File: src/rtl/fl_pkg.sv
// rtl/fl_pkg.sv - shared rename/free-list widths and constants
package fl_pkg;

  localparam int PR_WIDTH     = 7;
  localparam int NUM_PR       = 64;
  localparam int NUM_AR       = 32;
  localparam int FL_DEPTH     = 32;
  localparam int FL_PTR_WIDTH = 5;
  localparam int CNT_WIDTH    = FL_PTR_WIDTH + 1;

  localparam logic [PR_WIDTH-1:0] ZERO_REG = '0;

endpackage

File: src/rtl/fl.sv
// rtl/fl.sv - circular free list of PR tags; FL_BYPASS_EN forwards same-cycle retired tags
module fl
  import fl_pkg::*;
(
  input  logic                clock,
  input  logic                reset,
  input  logic [1:0]          id_dispatch_num,
  input  logic                id_valid_inst0,
  input  logic                id_valid_inst1,
  input  logic [1:0]          rob_retire_num,
  input  logic [PR_WIDTH-1:0] rob_retire_told0,
  input  logic [PR_WIDTH-1:0] rob_retire_told1,
  input  logic                recover,
  output logic [PR_WIDTH-1:0] fl_pr0,
  output logic [PR_WIDTH-1:0] fl_pr1,
  output logic [1:0]          fl_avail_num
);

  logic [PR_WIDTH-1:0]     entry [FL_DEPTH];
  logic [FL_PTR_WIDTH-1:0] head, tail, retire_head;
  logic [FL_PTR_WIDTH-1:0] head_p1, tail_p1;
  logic [CNT_WIDTH-1:0]    count;
  logic                    alloc0, alloc1;
  logic [1:0]              alloc_num, buf_num, fwd_num, pop_num, push_num;
  logic [2:0]              avail_sum;
  logic [PR_WIDTH-1:0]     cand0, cand1, wr0;

  // Slot allocation decode, tag selection and how many tags each side moves
  always_comb begin
    alloc0    = (id_dispatch_num != 2'd0) && id_valid_inst0;
    alloc1    = (id_dispatch_num > 2'd1) && id_valid_inst1;
    alloc_num = {1'b0, alloc0} + {1'b0, alloc1};
    head_p1   = head + FL_PTR_WIDTH'(1);
    tail_p1   = tail + FL_PTR_WIDTH'(1);
    buf_num   = (count >= CNT_WIDTH'(2)) ? 2'd2 : count[1:0];
    cand0     = entry[head];
    cand1     = entry[head_p1];
    fwd_num   = 2'd0;
    avail_sum = {1'b0, buf_num};
`ifdef FL_BYPASS_EN
    // Retired tags queue up behind whatever is still buffered
    if (count == CNT_WIDTH'(0)) begin
      cand0 = rob_retire_told0;
      cand1 = rob_retire_told1;
    end else if (count == CNT_WIDTH'(1)) begin
      cand1 = rob_retire_told0;
    end
    avail_sum = {1'b0, buf_num} + {1'b0, rob_retire_num};
    if (alloc_num > buf_num)
      fwd_num = alloc_num - buf_num;
`endif
    fl_avail_num = (avail_sum >= 3'd2) ? 2'd2 : avail_sum[1:0];
    fl_pr0       = cand0;
    fl_pr1       = alloc0 ? cand1 : cand0;
    // Forwarded tags bypass storage: fewer buffered pops and fewer pushes
    pop_num      = alloc_num - fwd_num;
    push_num     = rob_retire_num - fwd_num;
    wr0          = (fwd_num == 2'd0) ? rob_retire_told0 : rob_retire_told1;
  end

  // Pointer/count/storage update; recovery rewinds head to the retire point
  always_ff @(posedge clock) begin
    if (reset) begin
      for (int i = 0; i < FL_DEPTH; i++)
        entry[i] <= PR_WIDTH'(FL_DEPTH + i);
      head        <= '0;
      tail        <= '0;
      retire_head <= '0;
      count       <= CNT_WIDTH'(FL_DEPTH);
    end else if (recover) begin
      head  <= retire_head;
      count <= CNT_WIDTH'(FL_DEPTH);
    end else begin
      head        <= head + FL_PTR_WIDTH'(pop_num);
      tail        <= tail + FL_PTR_WIDTH'(push_num);
      retire_head <= retire_head + FL_PTR_WIDTH'(push_num);
      count       <= count + CNT_WIDTH'(rob_retire_num) - CNT_WIDTH'(alloc_num);
      if (push_num != 2'd0)
        entry[tail] <= wr0;
      if (push_num == 2'd2)
        entry[tail_p1] <= rob_retire_told1;
    end
  end

endmodule

File: config.mk
export PLATFORM = sky130hd
export DESIGN_NAME = fl
export DESIGN_NICKNAME = d
export VERILOG_FILES = /design/src/rtl/fl_pkg.sv /design/src/rtl/fl.sv
export SDC_FILE = /design/constraint.sdc
export NUM_CORES = 1
export LEC_CHECK = 0
export ABC_AREA = 0
export CORE_MARGIN = 1
export CORE_UTILIZATION = 60
export DETAILED_ROUTE_END_ITERATION = 8
export PLACE_DENSITY_LB_ADDON = 0.08
export SLEW_MARGIN = 10
export SYNTH_ARGS = -nofsm -noshare
export SYNTH_HDL_FRONTEND = slang
export SYNTH_SLANG_ARGS = --single-unit
File: constraint.sdc
create_clock -name clock -period 5.6 [get_ports clock]
set_clock_uncertainty 0.05 [all_clocks]
set_input_delay 0.56 -clock clock [delete_from_list [all_inputs] [get_ports clock]]
set_output_delay 0.56 -clock clock [all_outputs]
set_load 0.005 [all_outputs]
==> qor.txt <==
Setup tns final: 0 ns
Post-route minimum period: 4.452 ns
Worst Hold Depth: 3
Placed Instances: 1542
Non-Filler Instances: 1590
First-pass DRT Iterations: 7
Max-cap viol count: 0
Worst reg2reg path depth: 6
Unique cell type count in the Yosys netlist: 59
Row cnt: 57
Initial Utilization: 61.77%
Worst Hold Class: in -> reg
Worst Path Required: 4.99 ns
Hold-fix buffer count after cts: 0
Layout cell share with drive strength beyond 1: 13.67%
RSZ-0062 raised after global routing: false
Clock buffer count from CTS: 27
Setup violators final: 0
Critical setup path kind: reg -> out
P_leak: 4.916 nW
Initial antenna violation count: 2
# IOs: 39
Total grt overflow: 0
Post-route ant nets: 0
CTS resizes: 0
I/O Buffers: 38
Yosys top cell by area: edfxtp_1
Die Width: 160.9 um
Routed wire length: 51170 um
Worst Hold End: count[5]
CTS Buffer Depth: 3
Initial DRC Count: 1876
GRT Total Usage: 40.07%
Number of synthesized flops with an enable pin: 224
Sequential fraction of the synthesis area: 47.16%
CTS tree: done
Final hold violation count: 0
Startpoint types: register
Power share of the clock group: 38.5%
Clock Latency Late Sink: 0.56 ns
Most frequent cell after synthesis: edfxtp_1
Overall Power: 0.004616 W
P per Cell Area: 280.3 mW/mm^2
Pint: 0.003370 W
HP Start: reset
Final GP Congestion: 1.064
Flop pwr share: 45.0%
Syn avg cell area: 12.16 um^2
Highest clock rate: 0.2246 GHz
Post-synth top cells: edfxtp_1 (224), nand2_1 (157), nor2_1 (96), a22o_1 (81), o22a_1 (81)
Number of buffers added for setup after CTS: 0
First-pass GRT wire length: 75420 um
Share of the synthesized area in the top cell type: 44.39%
Ys Warns: 0
Detail Placement HPWL: 34680 um
Via/cell ratio: 7.535
Sw frac: 27.00%
VDD IR max: 225.5 uV
Via count: 11980
Die extent in y: 160.9 um
ANT cells: 0
Area Overhead vs Synth: 8.662%
Net Switching: 0.001246 W
Top cells by area, synth: edfxtp_1 (44%), mux4_2 (11%), a22o_1 (4.7%), o22a_1 (4.7%), mux2i_1 (4.3%)
Setup slack, reg-to-reg: 2.40 ns
DRC viols: 0
Largest net degree at the start of global routing: 52
WHS: 0.2081 ns
Max-slew violation count: 0
Worst rel slew slack: 16.66%
Mapped cell area: 0.01515 mm^2
Most common flop cell mapped by yosys: edfxtp_1
Die ar.: 0.02590 mm^2
Vias in the first global route: 11631
Final period utilization: 79.51%
Syn nets: 1292
Slew @ Worst Pin: 1.245 ns
Avg WL per Cell: 32.18 um
Mapped Cells: 1246
Worst EP arrival: 3.84 ns
Clock slew at the register clock pins of the worst setup and hold paths: 0.06 ns
H-Tree Depth: 1
Core Region: 0.02453 mm^2
Nets: 1293
Root buf cell: clkbuf_16
Status: complete, no violations
Critical-path maximum fanout: 51
Asr flop ratio synth: 0%
Critical R2R Launch: tail[1]
Synthesized flop and latch total: 245
Worst Setup End Kind: output port
Clock sink count: 245
Combinational share of power: 16.4%
Worst reg2reg endpoint: entry[6][4]
## critical path, stage by stage (launching register included)
cell and delay, ns:
dfxtp_4 0.39, buf_4 0.62, buf_4 0.44, mux2i_1 0.14
a22oi_1 0.49, nand3_1 0.21, o311ai_2 0.19, nand2_1 0.11
nand2_1 0.16, clkdlybuf4s50_1 0.52
## power groups by stage
stage	logic, W	registers (W)	clock network, W
2_1_floorplan	0.000519	0.00209	0
3_3_place_gp	0.000738	0.00211	0
3_5_place_dp	0.000743	0.00211	0
4_1_cts	0.000746	0.00208	0.00177
5_1_grt	0.000798	0.00208	0.00184
6_report	0.000758	0.00208	0.00178
## stage by stage
stage	cell area [um^2]	worst slack (ns)	util, %
floorplan	15150	2.569	-
global placement	15610	1.633	63.63
detailed placement	15610	1.555	63.63
CTS	16470	1.196	67.12
global route	16470	1.027	67.12
finish	16470	1.148	67.12
## state kept, by name, summed over array words and instances, names as in the netlist
name,flops
entry,224
count,6
head,5
retire_head,5
tail,5
## cell type report
class | instances | area [um^2]
Fill cell | 1831 | 8068
Inverter | 25 | 93.84
Sequential cell | 245 | 7152
Timing Repair Buffer | 70 | 610.6
Tap cell | 324 | 405.4
Multi-Input combinational cell | 878 | 7350
Clock inverter | 16 | 160.2
Clock buffer | 32 | 694.4
## layer usage
layer  up-vias  GRT usage, %  wire length, um
met2       992         60.31            22700
met3       148         11.42             7618
met5         -             0               13
met4         2         16.38             2388
li1       4944             -                -
met1      5894         54.88            18440
## cell families after synthesis
kind of cell               after synthesis  share of synthesized area, %
and+or+nand+nor                        386                         11.77
buffers and inverters                  123                         4.451
AOI/OAI and AO/OA                      303                         16.33
adders and majority gates               23                         2.147
DFF                                    245                         47.16
xor gates and xnor gates                17                         1.106
muxes                                  149                         17.03
## how the worst max path moves through the flow
stage	endpoint	slack, ns	depth (start not counted)	start
floorplan	count[5]	2.57	12	id_dispatch_num[0]
global placement	count[5]	1.63	13	id_dispatch_num[1]
detailed placement	count[5]	1.56	13	id_dispatch_num[1]
CTS	fl_pr1[3]	1.20	8	head[0]
global route	fl_pr1[2]	1.03	9	head[0]
finish	fl_pr1[2]	1.15	9	head[0]
## cells in the final DEF (no fill, tap or decap), drive strengths merged, types with 5 or more instances in the layout
cell type	n
nand2	157
clkinv	12
nand2b	6
o22a	81
edfxtp	224
a22oi	59
nand3	38
nor2	97
o22ai	31
and3	8
a22o	81
and2	16
clkdlybuf4s50	36
xor2	5
nor2b	8
or3	33
nor3	7
o21ai	7
o311ai	7
inv	25
nand4	7
a211oi	7
a21oi	15
mux2i	65
buf	34
mux4	84
ha	18
dfxtp	21
xnor2	12
a32oi	7
clkbuf	32
fa	5
Note: power is estimated with default switching activity, not from simulation.
